==> src/rtl/ram_arbiter.sv <==
// ram_arbiter: shares a single synchronous RAM port between an instruction
// fetch unit (read-only) and the LDR/STR data sequencer.
//
// Each transaction takes three cycles: IDLE (arbitrate and latch the
// request), ACCESS (present the address and write enable), RESP (return
// read data and pulse the winner's ack). There is no pipelining between
// transactions.
//
// Configuration macro ARB_RR_EN:
//   undefined - data always wins when both sides request (fixed priority).
//   defined   - contended grants alternate, starting with data after reset.
//
// Ports:
//   clk, reset        clock; synchronous active-low reset
//   f_req, f_addr     fetch request and address
//   f_ack             one-cycle fetch completion pulse (rdata valid)
//   d_req, d_we       data request; 1 = store, 0 = load
//   d_addr, d_wdata   data address and store data
//   d_ack             one-cycle data completion pulse (rdata valid on loads)
//   rdata             read data for the current/most recent winner
//   mem_addr          RAM address (holds the last latched address)
//   mem_write         RAM write enable (ACCESS of a store only)
//   mem_din           RAM write data (always the latched store data)
//   mem_dout          RAM read data, one cycle after mem_addr
//   busy              high whenever the arbiter is not in IDLE
//   grant_d           current/most recent winner: 1 = data, 0 = fetch
module ram_arbiter #(
  parameter int DW = 16,
  parameter int AW = 8
) (
  input  logic          clk,
  input  logic          reset,
  input  logic          f_req,
  input  logic [AW-1:0] f_addr,
  output logic          f_ack,
  input  logic          d_req,
  input  logic          d_we,
  input  logic [AW-1:0] d_addr,
  input  logic [DW-1:0] d_wdata,
  output logic          d_ack,
  output logic [DW-1:0] rdata,
  output logic [AW-1:0] mem_addr,
  output logic          mem_write,
  output logic [DW-1:0] mem_din,
  input  logic [DW-1:0] mem_dout,
  output logic          busy,
  output logic          grant_d
);

  typedef enum logic [1:0] {
    IDLE   = 2'd0,
    ACCESS = 2'd1,
    RESP   = 2'd2
  } state_t;

  state_t        state_q, state_d;
  logic [AW-1:0] addr_q, addr_d;
  logic          we_q, we_d;
  logic [DW-1:0] wdata_q, wdata_d;
  logic [DW-1:0] rdata_q, rdata_d;
  logic          grant_d_q, grant_d_d;
  logic          pick_data;
  logic          in_resp;

  // Winner selection when at least one side requests. A lone requester
  // always wins; only the contended case depends on the policy.
  always_comb begin
`ifdef ARB_RR_EN
    pick_data = d_req & (~f_req | ~grant_d_q);
`else
    pick_data = d_req;
`endif
  end

  always_comb begin
    state_d   = state_q;
    addr_d    = addr_q;
    we_d      = we_q;
    wdata_d   = wdata_q;
    rdata_d   = rdata_q;
    grant_d_d = grant_d_q;
    case (state_q)
      IDLE: begin
        if (f_req || d_req) begin
          grant_d_d = pick_data;
          state_d   = ACCESS;
          if (pick_data) begin
            addr_d  = d_addr;
            we_d    = d_we;
            wdata_d = d_wdata;
          end else begin
            // Fetch is read-only; store data keeps its last value.
            addr_d = f_addr;
            we_d   = 1'b0;
          end
        end
      end
      ACCESS: state_d = RESP;
      RESP: begin
        rdata_d = mem_dout;
        state_d = IDLE;
      end
      default: state_d = IDLE;
    endcase
  end

  always_ff @(posedge clk) begin
    if (!reset) begin
      state_q   <= IDLE;
      addr_q    <= '0;
      we_q      <= 1'b0;
      wdata_q   <= '0;
      rdata_q   <= '0;
      grant_d_q <= 1'b0;
    end else begin
      state_q   <= state_d;
      addr_q    <= addr_d;
      we_q      <= we_d;
      wdata_q   <= wdata_d;
      rdata_q   <= rdata_d;
      grant_d_q <= grant_d_d;
    end
  end

  // Outputs come from latched state only, so request inputs moving during
  // ACCESS/RESP cannot disturb the in-flight RAM access.
  assign mem_addr  = addr_q;
  assign mem_din   = wdata_q;
  assign mem_write = (state_q == ACCESS) && we_q;
  assign busy      = (state_q != IDLE);
  assign grant_d   = grant_d_q;

  // An ack is suppressed when reset is asserted during RESP, so an aborted
  // transaction never reports completion.
  assign in_resp = (state_q == RESP) && reset;
  assign f_ack   = in_resp && !grant_d_q;
  assign d_ack   = in_resp && grant_d_q;

  // RAM data arrives during RESP; forward it so it is valid with the ack,
  // then hold the captured copy until the next RESP.
  assign rdata = (state_q == RESP) ? mem_dout : rdata_q;

endmodule
==> config.mk <==
export PLATFORM = sky130hd
export DESIGN_NAME = ram_arbiter
export DESIGN_NICKNAME = d
export VERILOG_FILES = /design/src/rtl/ram_arbiter.sv
export SDC_FILE = /design/constraint.sdc
export NUM_CORES = 1
export LEC_CHECK = 0
export ABC_CLOCK_PERIOD_IN_PS = 2000
export BUFFER_PORTS_ARGS = -buffer_cell sky130_fd_sc_hd__clkbuf_2
export CORE_MARGIN = 4
export CORE_UTILIZATION = 40
export DETAILED_ROUTE_END_ITERATION = 7
export PLACE_DENSITY = 0.72
export SYNTH_ARGS = -nofsm -noshare
export SYNTH_HDL_FRONTEND = slang
export SYNTH_SLANG_ARGS = --single-unit
==> constraint.sdc <==
create_clock -name clk -period 2 [get_ports clk]
set_clock_uncertainty 0.1 [all_clocks]
set_input_delay 0.1 -clock clk [delete_from_list [all_inputs] [get_ports clk]]
set_output_delay 0.1 -clock clk [all_outputs]
set_load 0.05 [all_outputs]
==> impl_results.md <==
- Status: finished clean
- Clock network fraction of total power: 0.258
- Cells after synthesis: 162
- TritonCTS sink count: 44
- Vias per inst: 4.751
- Port-buffer cells: 97
- Drt drc: 0
- Initial antenna violation count: 0
- Total chip power: 2.096 mW
- Post-synthesis mux area share: 0.2436
- Worst setup SP type: register
- Setup_tns: 0 ns
- Worst EP arrival: 1.69 ns
- Placer congestion estimate: 0.6865
- Syn_area_per_cell: 11.42 sq um
- Clock Path Buffers: 2
- Yosys warnings: 0
- Worst-path fanout max: 18
- Core Area: 4414 sq um
- Row cnt: 24
- Die width: 76.00 um
- Fraction of the mapped netlist area in simple logic gates: 0.1739
- Final hold vios: 0
- DIE AREA: 5775 sq um
- Vias in the first global route: 1675
- Crit Path Category: reg2out
- Worst path required time: 1.80 ns
- Ports: 98
- CTS clock-pin slew for the worst setup and hold paths: 0.08 ns
- #FFs+latches synth: 44
- Initial DRC Count: 57
- Worst hold slack: 0.05960 ns
- Max frequency: 528.3 MHz
- Antenna-violating nets left: 0
- Mapped Area: 1849 sq um
- Combinational Power Share: 0.281
- PD cells: 799.5 nW/um^2
- Sequential area share after synthesis: 0.4763
- Area Growth Syn to Fin: 41.75%
- P_sw: 0.7094 mW
- H-tree levels: 2
- Slew @ Worst Pin: 0.5879 ns
- CP peak stage delay: 0.40 ns
- Maximum VDD drop: 0.0004836 V
- P_int: 1.386 mW
- Worst-skew pair later-pin latency: 0.28 ns
- CTS tree: built
- Final Critical Period: 1.893 ns
- WL/cell: 14.10 um
- Die Y: 76.00 um
- Total Routing Usage GR: 0.1613
- Post-DP HPWL: 3276 um
- Clock root cell: clkbuf_8
- Post-synthesis adder-cell area fraction: 0
- Rel. slew slack: 0.6066
- Unrepaired setup endpoints after global routing: false
- Final worst-path cycle share: 0.9464
- Flop pwr share: 0.460
- Syn Nets: 215
- Leak pwr: 1.372 nW
- CTS buffer count: 5
- XOR/XNOR Fraction of Synth Area: 0
- Final #Nets: 329
- Pin count of the biggest net entering global routing: 36
- First-pass GRT wire length: 7783 um
- GR Overflow Total: 0
- Final setup viols: 0
- Initial core utilization: 0.4189
- Synth Area in Compound Gates: 0.05819
- Vias: 1563
- Sw Ratio: 0.3385
- Number of max-cap violations: 0
- Share of cells above drive strength 1: 0.4801
- CP cell instances: nor2b_2 -> buf_6 -> mux2_2 -> clkbuf_2
- Dominant combinational cell family by area after synthesis: multiplexers
- Pre-antenna DRT Iters: 4
- HP Class: in2reg
- Final WL: 4638 um
- CP Capture Type: output pin
- Netlist cell types: 27
- Max stage delay cell, worst path: dfxtp_1
- Antenna diodes: 0
- Final-report max-slew violation count: 0
==> cells in the mapped netlist <==
master,instances,area share
a21boi_0,1,0.0041
a21boi_1,1,0.0041
and2_1,14,0.047
and2_4,2,0.0095
and3_1,1,0.0034
and3_2,1,0.0041
and3b_2,2,0.011
buf_1,1,0.0020
buf_12,1,0.011
buf_2,1,0.0027
buf_4,2,0.0081
buf_6,2,0.012
clkbuf_1,5,0.010
dfxtp_1,44,0.48
inv_1,1,0.0020
mux2_2,8,0.049
mux2_4,8,0.065
mux2i_1,24,0.13
nand2_1,2,0.0041
nand3_1,8,0.022
nor2_1,4,0.0081
nor2b_1,17,0.058
nor3b_1,1,0.0041
o211a_1,8,0.043
o21a_1,1,0.0041
o21ai_0,1,0.0027
or2_1,1,0.0034
==> placed cells by master (no fill, tap or decap), types with 2 or more instances in the layout <==
| cell type | count |
|---|---|
| o211a_1 | 8 |
| clkinv_2 | 2 |
| and2_4 | 2 |
| and2_1 | 14 |
| buf_4 | 4 |
| clkbuf_2 | 97 |
| mux2_2 | 8 |
| dfxtp_1 | 44 |
| clkbuf_8 | 5 |
| and3b_2 | 2 |
| nand3_1 | 8 |
| mux2_4 | 8 |
| nor2b_1 | 16 |
| dlygate4sd3_1 | 17 |
| nand2_1 | 2 |
| mux2i_1 | 24 |
| nor2_1 | 4 |
==> per-layer routing <==
metal | share of wire | wire [um] | track usage | vias to the layer above
met3 | 0.070 | 325 | 0.05201 | 10
met4 | 0.024 | 112 | 0.05694 | 0
met5 | 0 | 0 | 0 | -
met1 | 0.41 | 1908 | 0.1875 | 717
li1 | - | - | - | 778
met2 | 0.49 | 2292 | 0.2757 | 58
==> cells by family after synthesis <==
| family | Yosys count |
|---|---|
| DFF | 44 |
| AOI/OAI and AO/OA | 12 |
| buffers and inverters | 13 |
| muxes | 40 |
| and+or+nand+nor | 53 |
==> layout make-up <==
cell class / instances / area, sq um
flip-flops and latches: 44 / 880.8
fillers: 399 / 1793
clock buffers: 5 / 68.82
multi-input cells: 105 / 887.1
clock inverters: 3 / 18.77
well taps: 52 / 65.06
repair buffers: 119 / 696.9
inverters: 1 / 3.754
==> registers in the layout, indices dropped and copies added, names as in the netlist <==
name,cells
mem_addr,8
we_q,1
state_q,2
rdata_q,16
mem_din,16
grant_d,1
==> path summary, 6_finish.rpt <==
check | start | to | slack (ns) | depth (start not counted)
max | state_q[1]$_SDFFE_PN0P_ | rdata[14] | 0.11 | 4
min | mem_dout[5] | rdata_q[5]$_SDFF_PN0_ | 0.06 | 3
max reg2reg | state_q[1]$_SDFFE_PN0P_ | rdata_q[14]$_SDFF_PN0_ | 0.48 | 4
min reg2reg | mem_addr[3]$_SDFFE_PN0P_ | mem_addr[3]$_SDFFE_PN0P_ | 0.40 | 1
==> through the flow <==
step | instances | setup slack (ns) | area [sq um] | utilization
global placement | 304 | 0.4164 | 2360 | 0.5346
finish | 329 | 0.1072 | 2621 | 0.5938
detailed placement | 304 | 0.3745 | 2360 | 0.5346
floorplan | 162 | 0.3061 | 1849 | -
CTS | 329 | 0.03189 | 2618 | 0.5930
global route | 329 | 0.01076 | 2621 | 0.5938
==> power by group through the flow <==
stage                     registers, mW  clock network, mW  logic [mW]
after floorplan                    1.13                  0       0.277
after global placement            0.983                  0       0.560
after detailed placement          0.985                  0       0.566
after CTS                         0.966              0.557       0.594
after global routing              0.972              0.598       0.627
final                             0.965              0.541       0.589
==> what timing repair did <==
| action | CTS | global route |
|---|---|---|
| buffers inserted | 0 | 0 |
| resized for setup | 0 | 1 |
| endpoints found under the setup margin | 0 | 8 |
| hold buffers | 17 | 0 |
| hold endpoints to repair | 17 | 0 |
==> critical path, delay by kind of cell (launching register included) <==
kind                   cells  cell delay (ns)
buffers and inverters      2             0.46
flip-flops                 1             0.40
multiplexers               1             0.37
AND/OR/NAND/NOR            1             0.18
(Power assumes the default switching activity.)
